===== src/rtl/pipe_pkg.sv =====
// Shared types and helpers for the pipeline hazard/forwarding controller.
// SH_ADDR_W sizes the shadow address fields; the top-level ADDR_W must not exceed it.
package pipe_pkg;

  localparam int SH_ADDR_W = 5;

  localparam logic [1:0] FWD_REG = 2'b00;
  localparam logic [1:0] FWD_MEM = 2'b01;
  localparam logic [1:0] FWD_WB  = 2'b10;

  typedef logic [SH_ADDR_W-1:0] sh_addr_t;

  typedef struct packed {
    logic     valid;
    sh_addr_t rs;
    sh_addr_t rt;
    sh_addr_t dst;
    logic     regwrite;
    logic     memread;
  } stage_sh_t;

  localparam stage_sh_t STAGE_CLR = '{
    valid:    1'b0,
    rs:       {SH_ADDR_W{1'b0}},
    rt:       {SH_ADDR_W{1'b0}},
    dst:      {SH_ADDR_W{1'b0}},
    regwrite: 1'b0,
    memread:  1'b0
  };

  // A stage can supply or create a hazard only if it really writes a non-hardwired register.
  function automatic logic is_src(input stage_sh_t s, input logic zero_reg);
    return s.valid & s.regwrite & ~(zero_reg & (s.dst == {SH_ADDR_W{1'b0}}));
  endfunction

  function automatic logic [31:0] sat_inc(input logic [31:0] v, input logic en);
    logic [31:0] r;
    if (en && (v != 32'hFFFF_FFFF)) begin
      r = v + 32'd1;
    end else begin
      r = v;
    end
    return r;
  endfunction

endpackage


===== src/rtl/fwd_select.sv =====
// Operand forward selector: picks the youngest in-flight producer of one EX source register.
module fwd_select
  import pipe_pkg::*;
#(
  parameter bit ZERO_REG = 1'b1,
  parameter bit WB_FWD   = 1'b1
) (
  input  logic      i_ex_valid,
  input  sh_addr_t  i_src,
  input  stage_sh_t i_mem,
  input  stage_sh_t i_wb,
  output logic [1:0] o_sel
);

  logic w_mem_hit;
  logic w_wb_hit;
  logic w_unused;

  // A load in MEM has no result yet, so only non-load producers forward from EX/MEM.
  assign w_mem_hit = is_src(i_mem, ZERO_REG) & ~i_mem.memread & (i_mem.dst == i_src);
  assign w_wb_hit  = WB_FWD & is_src(i_wb, ZERO_REG) & (i_wb.dst == i_src);
  assign w_unused  = ^{i_mem.rs, i_mem.rt, i_wb.rs, i_wb.rt, i_wb.memread};

  always_comb begin
    o_sel = FWD_REG;
    if (!i_ex_valid) begin
      o_sel = FWD_REG;
    end else if (w_mem_hit) begin
      o_sel = FWD_MEM;
    end else if (w_wb_hit) begin
      o_sel = FWD_WB;
    end else begin
      o_sel = FWD_REG;
    end
  end

endmodule


===== src/rtl/pipe_hazard_unit.sv =====
// Hazard and forwarding controller for a 5-stage pipeline with a registered EX/MEM/WB shadow.
// Optional build macro HAZARD_STATS_EN adds saturating stall/flush/forward event counters.
module pipe_hazard_unit
  import pipe_pkg::*;
#(
  parameter int ADDR_W   = SH_ADDR_W,
  parameter bit ZERO_REG = 1'b1,
  parameter bit WB_FWD   = 1'b1
) (
  input  logic              clk,
  input  logic              rst,
  input  logic              id_valid_i,
  input  logic [ADDR_W-1:0] id_rs_i,
  input  logic [ADDR_W-1:0] id_rt_i,
  input  logic              id_rt_used_i,
  input  logic [ADDR_W-1:0] id_dst_i,
  input  logic              id_regwrite_i,
  input  logic              id_memread_i,
  input  logic              redirect_i,
  input  logic              hold_i,
  output logic              stall_o,
  output logic              bubble_o,
  output logic              flush_o,
  output logic [1:0]        fwd_a_o,
  output logic [1:0]        fwd_b_o
`ifdef HAZARD_STATS_EN
  ,
  output logic [31:0]       stat_stall_o,
  output logic [31:0]       stat_flush_o,
  output logic [31:0]       stat_fwd_o
`endif
);

  stage_sh_t r_ex;
  stage_sh_t r_mem;
  stage_sh_t r_wb;
  stage_sh_t w_id;
  sh_addr_t  w_rs;
  sh_addr_t  w_rt;
  logic      w_luse;

  assign w_rs = sh_addr_t'(id_rs_i);
  assign w_rt = sh_addr_t'(id_rt_i);

  assign w_luse = id_valid_i & is_src(r_ex, ZERO_REG) & r_ex.memread &
                  ((r_ex.dst == w_rs) | (id_rt_used_i & (r_ex.dst == w_rt)));

  // Redirect outranks load-use: the stalled ID instruction is on the wrong path anyway.
  always_comb begin
    stall_o  = 1'b0;
    bubble_o = 1'b0;
    flush_o  = 1'b0;
    if (rst || hold_i) begin
      stall_o  = 1'b0;
      bubble_o = 1'b0;
      flush_o  = 1'b0;
    end else if (redirect_i) begin
      flush_o  = 1'b1;
      bubble_o = 1'b1;
    end else if (w_luse) begin
      stall_o  = 1'b1;
      bubble_o = 1'b1;
    end else begin
      stall_o  = 1'b0;
    end
  end

  always_comb begin
    w_id          = STAGE_CLR;
    w_id.valid    = id_valid_i & ~bubble_o;
    w_id.rs       = w_rs;
    w_id.rt       = w_rt;
    w_id.dst      = sh_addr_t'(id_dst_i);
    w_id.regwrite = id_regwrite_i;
    w_id.memread  = id_memread_i;
  end

  always_ff @(posedge clk or posedge rst) begin
    if (rst) begin
      r_ex  <= STAGE_CLR;
      r_mem <= STAGE_CLR;
      r_wb  <= STAGE_CLR;
    end else if (!hold_i) begin
      r_wb  <= r_mem;
      r_mem <= r_ex;
      r_ex  <= w_id;
    end else begin
      r_wb  <= r_wb;
      r_mem <= r_mem;
      r_ex  <= r_ex;
    end
  end

  fwd_select #(.ZERO_REG(ZERO_REG), .WB_FWD(WB_FWD)) u_fwd_a (
    .i_ex_valid (r_ex.valid),
    .i_src      (r_ex.rs),
    .i_mem      (r_mem),
    .i_wb       (r_wb),
    .o_sel      (fwd_a_o)
  );

  fwd_select #(.ZERO_REG(ZERO_REG), .WB_FWD(WB_FWD)) u_fwd_b (
    .i_ex_valid (r_ex.valid),
    .i_src      (r_ex.rt),
    .i_mem      (r_mem),
    .i_wb       (r_wb),
    .o_sel      (fwd_b_o)
  );

`ifdef HAZARD_STATS_EN
  logic [31:0] r_stat_stall;
  logic [31:0] r_stat_flush;
  logic [31:0] r_stat_fwd;
  logic        w_fwd_any;

  assign w_fwd_any = r_ex.valid & ((fwd_a_o != FWD_REG) | (fwd_b_o != FWD_REG));

  always_ff @(posedge clk or posedge rst) begin
    if (rst) begin
      r_stat_stall <= 32'd0;
      r_stat_flush <= 32'd0;
      r_stat_fwd   <= 32'd0;
    end else if (!hold_i) begin
      r_stat_stall <= sat_inc(r_stat_stall, stall_o);
      r_stat_flush <= sat_inc(r_stat_flush, flush_o);
      r_stat_fwd   <= sat_inc(r_stat_fwd, w_fwd_any);
    end else begin
      r_stat_stall <= r_stat_stall;
      r_stat_flush <= r_stat_flush;
      r_stat_fwd   <= r_stat_fwd;
    end
  end

  assign stat_stall_o = r_stat_stall;
  assign stat_flush_o = r_stat_flush;
  assign stat_fwd_o   = r_stat_fwd;
`endif

endmodule


===== config.mk =====
export PLATFORM = sky130hd
export DESIGN_NAME = pipe_hazard_unit
export DESIGN_NICKNAME = d
export VERILOG_FILES = /design/src/rtl/pipe_pkg.sv /design/src/rtl/fwd_select.sv /design/src/rtl/pipe_hazard_unit.sv
export SDC_FILE = /design/constraint.sdc
export NUM_CORES = 1
export LEC_CHECK = 0
export BUFFER_PORTS_ARGS = -buffer_cell sky130_fd_sc_hd__buf_2
export CAP_MARGIN = 20
export CORE_MARGIN = 2
export CORE_UTILIZATION = 35
export DETAILED_ROUTE_END_ITERATION = 10
export PLACE_DENSITY = 0.62
export SLEW_MARGIN = 20
export SYNTH_ARGS = -nofsm -noshare
export SYNTH_HDL_FRONTEND = slang
export SYNTH_SLANG_ARGS = --single-unit

===== constraint.sdc =====
create_clock -name clk -period 4.2 [get_ports clk]
set_input_delay 0 -clock clk [delete_from_list [all_inputs] [get_ports clk]]
set_output_delay 0 -clock clk [all_outputs]
set_load 0.005 [all_outputs]

=== Yosys cells after proc, flatten, opt, wreduce, memory -nomap -nowiden ===
Index checks and enable logic that the tools add are counted.

* Register bits after elaboration: 33
* Bits in latches: 0
* Bits in writable memories: 0
* Memory bits (read-only): 0
* Bits of input ports: 23
* Output and inout port bits: 7
* Word-level logic and storage cells: 58
* Memories kept: 0

* $add $sub $neg: 0
* Multipliers: 0
* Div/mod/pow operators: 0
* Order comparisons: 0
* Equal/unequal tests: 6
* Shifts and indexed selects: 0
* Muxes and demuxes: 13
* Bitwise operators: 22
* Reduce and logical (&&, ||, !) cells: 4

{| class="wikitable"
|+ Operator list
! operator !! number
|-
| $eq A5 B5 Y1 || 6
|-
| $and A1 B1 Y1 || 16
|-
| $logic_not A5 Y1 || 3
|-
| $mux W2 || 6
|-
| $mux W1 || 7
|-
| $not A1 Y1 || 5
|-
| $logic_or A1 B1 Y1 || 1
|-
| $or A1 B1 Y1 || 1
|}

=== Longest topological paths before layout ===
Gate-level depths: netlist of the first run.

* Word-level depth: 11
* Depth in mapped cells: 5

=== Modules after synthesis ===
Synthesis of the first run repeated with hierarchy kept, for this count alone.

* Cell total of the unflattened synthesis: 182
* Area, all modules: 2506.2 um2

{| class="wikitable"
|+ Modules (own cells, without submodules)
! module !! times used !! cells an instance !! area an instance (um2) !! seq. area each (um2)
|-
| pipe_hazard_unit || 1 || 138 || 2173.3 || 1351.3
|-
| fwd_select (u_fwd_b) || 1 || 23 || 172.7 || 0.0
|-
| fwd_select (u_fwd_a) || 1 || 21 || 160.2 || 0.0
|}

=== Least setup slack after synthesis of the first run ===
No wires, ideal clock.

* Path kind: reg2out
* From: register r_mem[3] (netlist bit)
* To: output port fwd_b_o[1]
* Arrival: 1499 ps
* Slack: 2701 ps
* Stages on the path, launching flop included: 5
* Buffers on the path: 0
* Path through: dfrtp_1 > or4_1 > o2111ai_2 > nor4_1 > nor4_2

* Word-level cells in the longest chain between the ends: 7

{| class="wikitable"
|+ Ends and longest elaborated chain
! item !! RTL line !! text
|-
| start: declaration || pipe_hazard_unit.sv:35 || <nowiki>stage_sh_t r_mem;</nowiki>
|-
| start signal: assignment || pipe_hazard_unit.sv:85 || <nowiki>r_mem <= r_ex;</nowiki>
|-
| start signal: assignment || pipe_hazard_unit.sv:89 || <nowiki>r_mem <= r_mem;</nowiki>
|-
| $logic_not A5 Y1 || pipe_pkg.sv:33 || <nowiki>return s.valid & s.regwrite & ~(zero_reg & (s.dst == {SH_ADDR_W{1'b0}}));</nowiki>
|-
| $not A1 Y1 || pipe_pkg.sv:33 ||
|-
| $and A1 B1 Y1 || pipe_pkg.sv:33 ||
|-
| $and A1 B1 Y1 || fwd_select.sv:20 || <nowiki>assign w_mem_hit = is_src(i_mem, ZERO_REG) & ~i_mem.memread & (i_mem.dst == i_src);</nowiki>
|-
| $and A1 B1 Y1 * || fwd_select.sv:20 ||
|-
| $mux W2 * || fwd_select.sv:28 || <nowiki>end else if (w_mem_hit) begin</nowiki>
|-
| $mux W2 * || fwd_select.sv:26 || <nowiki>if (!i_ex_valid) begin</nowiki>
|-
| end: declaration || pipe_hazard_unit.sv:25 || <nowiki>output logic [1:0] fwd_b_o</nowiki>
|}

Every way passes the cells marked *; elsewhere a longest branch is shown, timed or not.

=== Worst setup path in the final report of the first run ===
Same ends and word-level chain as after synthesis.

==> impl_metrics.ini, run 1 <==
[outcome]
run_status = completed

[setup_path]
arrival_ns = 1.97
startpoint_type = flop
critPathMaxFanout = 5
worstSetupPathType = reg2out
end_kind = primary output
required_ns = 4.20

[yosys]
syn-cell-area_mm2 = 0.001677
synth.distinct_cells = 24
syn_avg_cell_area_um2 = 12.90
syn_nets = 153
synth-main-ff-cell = dfrtp_1
ys_seq_area_frac = 0.4925
ys_warn_count = 0
ys_seq_elements = 33
async_reset_ff_frac = 1.000
synth-edff-count = 0
syn_inst = 130

[pwr]
p_total_uw = 802.4
power.density_mw_per_mm2 = 373.5
pwr-share-comb = 0.192
p_clk_frac = 0.288
vdd_drop_max_uv = 128.8
swShare = 0.2698
intPower_uw = 585.9
switchingPower_uw = 216.5
pwr-share-seq = 0.520
p_leak_nw = 0.9235

[route]
ant_nets = 0
viasPerCell = 4.970
drt-total-wl_mm = 3.526
drt-initial-drc-count = 68
via_count = 1168
dr.pass1.iters = 4
drc_errors = 0
wl_per_cell_um = 15.00

[cts]
cts_hold_buf = 17
clk_pin_slew_worst_paths_ns = 0.06
cts_tree = yes
post-cts-setup-buffers = 0
clk_latency_ns = 0.27
clock_path_buffers = 2
cts_buffers = 5
cts_resized = 0
htree_num_levels = 2
cts-root-buf = clkbuf_8
clock_sinks = 33

[layout]
drive_above_1_share = 0.3923
finalCoreUtilization = 0.4609
antennaDiodeCount = 0
synthToLayoutAreaGrowth_pct = 28.13
post-route-cell-area_mm2 = 0.002148
nets = 204

[placed_design]
portBuffers = 29
place_area_mm2 = 0.001882
place_congestion = 0.7853
hpwl_mm = 2.632

[sta]
fmax_mhz = 508.2
slew_headroom = 0.4799
final-max-slew-violation-count = 0
worstMarginPinSlew_ns = 0.7801
finalSetupViolations = 0
period_share = 0.4685
setup_tns_ns = 0
final.setup_skew_ns = 0.004705
rsz0062_at_grt = no
hold_violations = 0
min_period_ns = 1.968

[die]
design.core.area_mm2 = 0.004661
ios = 30
die_x_um = 73.21
placementRows = 25
die-height_um = 73.21
die_area_mm2 = 0.005360
start_util = 0.3597

[global_route]
grt-ovfl-total = 0
antenna_found_initial = 0
track_usage = 0.1458
grt_pass1_wl_mm = 5.775
grt_pass1_vias = 1193
grt_max_degree = 37

[hold_path]
hold_path.class = in2reg

[job]
drv_cap = 0
-- final timing paths --
path / startpoint / endpoint / slack, ns / cells past startpoint
min in group asynchronous: rst / r_ex[0] / 0.40 / 4
worst min-delay path: id_rt_used_i / r_ex[17] / 0.14 / 3
max in group asynchronous: rst / r_ex[5] / 3.49 / 4
worst max-delay path: r_mem[3] / fwd_b_o[1] / 2.23 / 5
worst max register to register: r_ex[4] / r_ex[17] / 2.64 / 4
worst min register to register: r_mem[0] / r_mem[0] / 0.50 / 1
-- state kept, by name (all words and copies together), names as in the netlist --
register / cells
r_wb: 7
r_mem: 8
r_ex: 18
-- logic make-up (layout without fill, tap and decap cells) --
family                 Yosys count  in the layout  synth area share
AND/OR/NAND/NOR                 22             22           0.08433
AO/OA/AOI/OAI                    7              7           0.03806
buffers and inverters            6             57           0.01343
multiplexers                    32             32            0.2149
XOR/XNOR                        30             30            0.1567
flip-flops                      33             33            0.4925
-- routing by layer --
layer | wire (um) | vias up | global-route usage | share of wire
met5 | 0 | - | 0 | 0
met3 | 82 | 2 | 0.03867 | 0.023
li1 | - | 565 | - | -
met2 | 1816 | 16 | 0.2412 | 0.52
met4 | 31 | 0 | 0.06173 | 0.0088
met1 | 1595 | 585 | 0.1786 | 0.45
-- cell usage in the layout (no fill, tap or decap), drive strengths merged --
master       count
clkbuf           7
buf             30
and4             1
o211ai           1
and2             2
nor3             4
inv              2
nor4             4
nor3b            2
nand3            3
o2111ai          2
dlygate4sd3     18
xnor2            9
mux2            32
xor2            21
or4              4
a32oi            1
dfrtp           33
o21bai           1
a21o             1
a22o             1
nor2             2
-- power groups by stage --
stage	logic [mW]	registers, mW	clock network [mW]
final	0.154	0.418	0.231
after global routing	0.170	0.424	0.254
after CTS	0.156	0.417	0.241
after detailed placement	0.143	0.423	0
after global placement	0.141	0.420	0
after floorplan	0.112	0.405	0
-- Yosys cell counts (2+ instances only) --
cell type	count	area (um^2)
xor2_1	21	183.9
inv_1	2	7.510
mux2_2	32	360.4
xnor2_1	9	78.83
nand3_1	3	15.01
dfrtp_1	33	825.8
nor2_1	2	7.510
nor3b_1	2	15.01
buf_1	3	11.26
or4_1	4	30.03
nor4_1	3	18.77
nor3_1	4	20.02
-- final cells by class --
| class | count | area (um^2) |
|---|---|---|
| fillers | 414 | 2512 |
| flip-flops and latches | 33 | 825.8 |
| clock buffers | 7 | 86.33 |
| repair buffers | 48 | 332.8 |
| multi-input cells | 91 | 828.3 |
| well taps | 54 | 67.56 |
| inverters | 2 | 7.507 |
-- stage by stage --
stage | setup WS (ns) | cells | hold slack [ns]
finish | 2.232 | 235 | 0.1366
global route | 2.124 | 235 | 0.1414
CTS | 2.206 | 234 | 0.002672
detailed placement | 2.514 | 210 | 0.1335
global placement | 2.543 | 210 | 0.1260
floorplan | 2.701 | 130 | 0.03646
-- worst max-delay path: stages (launching register included) --
cell       delay (ns)
dfrtp_1          0.43
or4_1            0.55
o2111ai_2        0.21
nor4_1           0.11
nor4_2           0.25
buf_2            0.15
Power figures use the tool's default switching activity.
==> run 2, diff against run 1 <==
--- a/config.mk
+++ b/config.mk
@@ -10,7 +10,7 @@
 export CORE_MARGIN = 2
 export CORE_UTILIZATION = 35
 export DETAILED_ROUTE_END_ITERATION = 10
-export PLACE_DENSITY = 0.62
+export PLACE_DENSITY = 0.64
 export SLEW_MARGIN = 20
 export SYNTH_ARGS = -nofsm -noshare
 export SYNTH_HDL_FRONTEND = slang
==> constraint.sdc (replaced) <==
create_clock -name clk -period 1.79 [get_ports clk]
set_input_delay 0 -clock clk [delete_from_list [all_inputs] [get_ports clk]]
set_output_delay 0 -clock clk [all_outputs]
set_load 0.005 [all_outputs]
==> run 2 against run 1 <==
The flow now finishes with violations (negative setup slack). Sequential cell count unchanged. Clock skew decreased by 0.00093 ns. Critical path depth stayed put. First-iteration DRC count decreased by 68%. Wire length grew 6.0%. Worst setup slack got worse by 2.3 ns. Clock-buffer cell count is 1 higher. Global-route usage increased by 1.6 points. Via count up 4.9%. Non-clock buffer count rose by 15. Critical path type unchanged. Largest cell class unchanged. Largest power group unchanged.
==> impl_metrics.ini, run 2 (synthesized netlist as in run 1, its figures left out) <==
[layout]
synthToLayoutAreaGrowth_pct = 38.36
largest_reg_flops = 18
multi_input_area_um2 = 879.6
finalCoreUtilization = 0.4977
final_common_cell = mux2_2
nets = 219
drive_above_1_share = 0.4772
reg_top3 = r_ex: 18 flops, r_mem: 8 flops, r_wb: 7 flops
layout_common_cells = mux2_2, dfrtp_1, buf_2
register_area_um2 = 829.5
fillers = 420
antennaDiodeCount = 0
regMostFlops = r_ex

[global_route]
grt_max_degree = 34
grt_pass1_wl_mm = 6.292
track_usage = 0.1617
grt_pass1_vias = 1327
grt-ovfl-total = 0
antenna_found_initial = 0

[die]
die-height_um = 73.21
die_area_mm2 = 0.005360
design.core.area_mm2 = 0.004661
die_x_um = 73.21
start_util = 0.3597
ios = 30
placementRows = 25

[route]
via_count = 1225
wl_per_cell_um = 14.90
dr.pass1.iters = 4
drc_errors = 0
drt-initial-drc-count = 22
drt-total-wl_mm = 3.739
ant_nets = 0
viasPerCell = 4.880

[sta]
min_period_ns = 1.850
period_share = 1.034
worstMarginPinSlew_ns = 0.4184
slew_headroom = 0.7211
final-max-slew-violation-count = 0
setup_slack_ns = -0.06036
final.setup_skew_ns = 0.003778
fmax_mhz = 540.4
finalSetupViolations = 4
hold_violations = 0
rsz0062_at_grt = yes

[pwr]
p_leak_nw = 0.9981
vdd_drop_max_uv = 454.8
power.density_mw_per_mm2 = 855.8

[placed_design]
portBuffers = 29
dpl_worst_slack_ns = 0.1700
hpwl_mm = 2.654
place_congestion = 0.8202

[cts]
cts_buffers = 5
clk_pin_slew_worst_paths_ns = 0.06
cts_tree = yes
clock_path_buffers = 2
cts-root-buf = clkbuf_8
htree_num_levels = 2
clk_latency_ns = 0.29
clock_sinks = 33

[hold_path]
hold_path.class = in2reg
min_path_cells = 3

[setup_path]
ff2ff_path_depth = 5
arrival_ns = 1.85
worstSetupPathType = reg2out
critPathMaxFanout = 2
required_ns = 1.79
startpoint_type = flop
reg2reg_slack_ns = 0.13
end_kind = primary output

[job]
drv_cap = 0

[outcome]
run_status = finished, violations left
violations = negative setup slack
run 2: path summary, 6_finish.rpt:
path / end / startpoint
setup / recovery: fwd_b_o[1] / r_wb[4]
hold / removal: r_ex[17] / id_valid_i
setup reg to reg: r_ex[17] / r_ex[4]
hold reg to reg: r_ex[0] / r_ex[0]
max in group asynchronous: r_ex[5] / rst
min in group asynchronous: r_ex[3] / rst
run 2: critical path, stage by stage (launching register included):
cell	delay (ns)
dfrtp_1	0.39
buf_6	0.13
xor2_1	0.14
or4_1	0.49
nor4_2	0.27
buf_2	0.15
run 2: timing repair:
action                                  in CTS  in global routing
hold buffers                                18                  0
pin swaps                                   11                  3
endpoints found under the setup margin       6                  6
gates resized for setup                     10                  4
buffers inserted                             8                  2
hold endpoints to repair                    50                  0
run 2: layout make-up:
class | count | share of cell area
multi-input cells | 91 | 0.3792
inverters | 2 | 0.003236
well taps | 54 | 0.02913
clock buffers | 8 | 0.03452
repair buffers | 63 | 0.1963
flip-flops and latches | 33 | 0.3576
run 2: power by group:
part           internal, mW  switching, mW  leakage, nW
Combinational         0.291          0.201        0.576
Clock                 0.276          0.256       0.0395
Sequential            0.849          0.112        0.383
run 2: routing by layer:
layer,part of all wire,vias up,global-route usage
met5,0,-,0
met4,0.032,0,0.09465
met3,0.055,11,0.05663
met2,0.46,32,0.2422
met1,0.45,588,0.2005
li1,-,594,-
run 2: metrics by stage:
stage	hold slack, ns	cells	area [um^2]	TNS [ns]	power, mW
floorplan	0.03646	130	1677	0	1.213
global placement	0.1228	215	1919	0	1.339
detailed placement	0.1378	215	1919	0	1.350
CTS	0.1711	249	2292	-0.2246	1.996
global route	0.1861	251	2320	-0.5698	2.099
finish	0.1911	251	2320	-0.1636	1.985
==> run 3, diff against run 2 <==
--- a/config.mk
+++ b/config.mk
@@ -10,8 +10,9 @@
 export CORE_MARGIN = 2
 export CORE_UTILIZATION = 35
 export DETAILED_ROUTE_END_ITERATION = 10
-export PLACE_DENSITY = 0.64
-export SLEW_MARGIN = 20
+export PLACE_DENSITY = 0.62
+export SLEW_MARGIN = 25
 export SYNTH_ARGS = -nofsm -noshare
 export SYNTH_HDL_FRONTEND = slang
+export SYNTH_HIERARCHICAL = 1
 export SYNTH_SLANG_ARGS = --single-unit
==> run 3 against run 2 <==
Largest cell class unchanged. Sequential share of layout area is 1.3 points higher. Largest power group unchanged. Register-to-register slack better by 0.18 ns. Hold slack worse by 0.027 ns. Clock-buffer cell count is 1 lower. Core utilization is 2.9 points lower. Final area is 3.8% lower. Clock skew is 0.0015 ns higher. First-iteration DRC count grew to 2.5 times the previous value. The run now ends clean. Non-clock buffer count is 13 lower. Via count is 1.6% higher.
==> impl_metrics.ini, run 3 <==
[layout]
fillers = 461
antennaDiodeCount = 0
finalCoreUtilization = 0.4692
layout_common_cells = mux2_2, dfrtp_1, buf_2
largest_reg_flops = 18
synthToLayoutAreaGrowth_pct = 27.91
nets = 214
reg_top3 = r_ex: 18 flops, r_mem: 8 flops, r_wb: 7 flops
regMostFlops = r_ex
drive_above_1_share = 0.4084

[sta]
finalSetupViolations = 0
hold_violations = 0
slew_headroom = 0.7188
fmax_mhz = 593.1
final-max-slew-violation-count = 0
final.setup_skew_ns = 0.005314
worstMarginPinSlew_ns = 0.4218
rsz0062_at_grt = yes
setup_slack_ns = 0.1038
min_period_ns = 1.686
period_share = 0.9420

[cts]
clk_latency_ns = 0.28
clock_sinks = 33
cts_tree = yes
htree_num_levels = 2
cts-root-buf = clkbuf_8
cts_buffers = 5
clk_pin_slew_worst_paths_ns = 0.07
clock_path_buffers = 2

[yosys]
syn-cell-area_mm2 = 0.001744
syn_inst = 140
ys_warn_count = 6
syn_nets = 163
syn_avg_cell_area_um2 = 12.46

[route]
via_count = 1245
ant_nets = 0
wl_per_cell_um = 14.60
viasPerCell = 4.826
drc_errors = 0
drt-total-wl_mm = 3.768
dr.pass1.iters = 4
drt-initial-drc-count = 56

[placed_design]
dpl_worst_slack_ns = 0.3140
hpwl_mm = 2.774
place_congestion = 0.8827
portBuffers = 29

[pwr]
p_leak_nw = 0.9470
vdd_drop_max_uv = 374.2
power.density_mw_per_mm2 = 866.1
p_total_mw = 1.932

[die]
die-height_um = 74.59
placementRows = 25
start_util = 0.3668
die_x_um = 74.59
die_area_mm2 = 0.005564
design.core.area_mm2 = 0.004755
ios = 30

[global_route]
track_usage = 0.1564
grt_max_degree = 34
antenna_found_initial = 0
grt-ovfl-total = 0
grt_pass1_vias = 1326
grt_pass1_wl_mm = 6.479

[setup_path]
required_ns = 1.79
reg2reg_slack_ns = 0.31
critPathTopFamily = flip-flops
arrival_ns = 1.69
critPathMaxFanout = 4
critPathMaxStageDelay_ns = 0.43
startpoint_type = flop
worstPathCellList = xor2_1 -> nor4_1 -> a32oi_1 -> o21bai_1 -> buf_2
crit_buf_inv = 1
worstSetupPathType = reg2out
cpMaxStageDelayCell = dfrtp_2
end_kind = primary output

[outcome]
run_status = completed

[hold_path]
hold_path.class = in2reg

[job]
drv_cap = 0
## run 3: per-layer routing
metal	up-vias	track usage	routed length, um
met5	-	0	0
met4	0	0.05159	48
met3	6	0.04607	149
met2	26	0.2448	1816
met1	609	0.2089	1754
li1	604	-	-
## run 3: final timing paths
kind | from | end | depth (start not counted)
worst min register to register | r_mem[0] | r_mem[0] | 1
worst max-delay path | r_ex[6] | bubble_o | 5
worst min-delay path | id_rt_used_i | r_ex[17] | 3
max in group asynchronous | rst | r_ex[6] | 4
worst max register to register | r_ex[4] | r_ex[17] | 4
min in group asynchronous | rst | r_ex[1] | 4
## run 3: worst reg2reg max path, cell delays in order (launching register included)
cell and delay [ns]:
dfrtp_1 0.43, or4_1 0.56, o211ai_2 0.20, a22o_1 0.16
a21o_2 0.09
## run 3: power by group
group | switching (mW) | total, mW | internal (mW)
combinational | 0.145 | 0.381 | 0.236
clock | 0.254 | 0.559 | 0.305
sequential | 0.145 | 0.992 | 0.848
## run 3: area by class of cell
type	instances	area, um^2	share of cell area
clock buffer	7	86.33	0.03870
multi-input combinational	99	878.3	0.3937
inverter	2	7.507	0.003365
timing repair buffer	50	347.8	0.1559
tap	67	83.83	0.03758
sequential	33	827.0	0.3707
## run 3: what timing repair did
| action | in CTS | in global routing |
|---|---|---|
| hold endpoints to repair | 50 | 0 |
| resized for setup | 0 | 1 |
| hold buffers | 18 | 0 |
| buffers inserted | 0 | 1 |
| endpoints found under the setup margin | 0 | 2 |
## run 3: metrics by stage
step	cell area (um^2)	hold slack [ns]	TNS [ns]	instances
global route	2231	0.1937	-0.03310	258
global placement	1956	0.1304	0	232
CTS	2222	0.1469	0	257
detailed placement	1956	0.1490	0	232
floorplan	1744	0.03646	0	140
finish	2231	0.1642	0	258
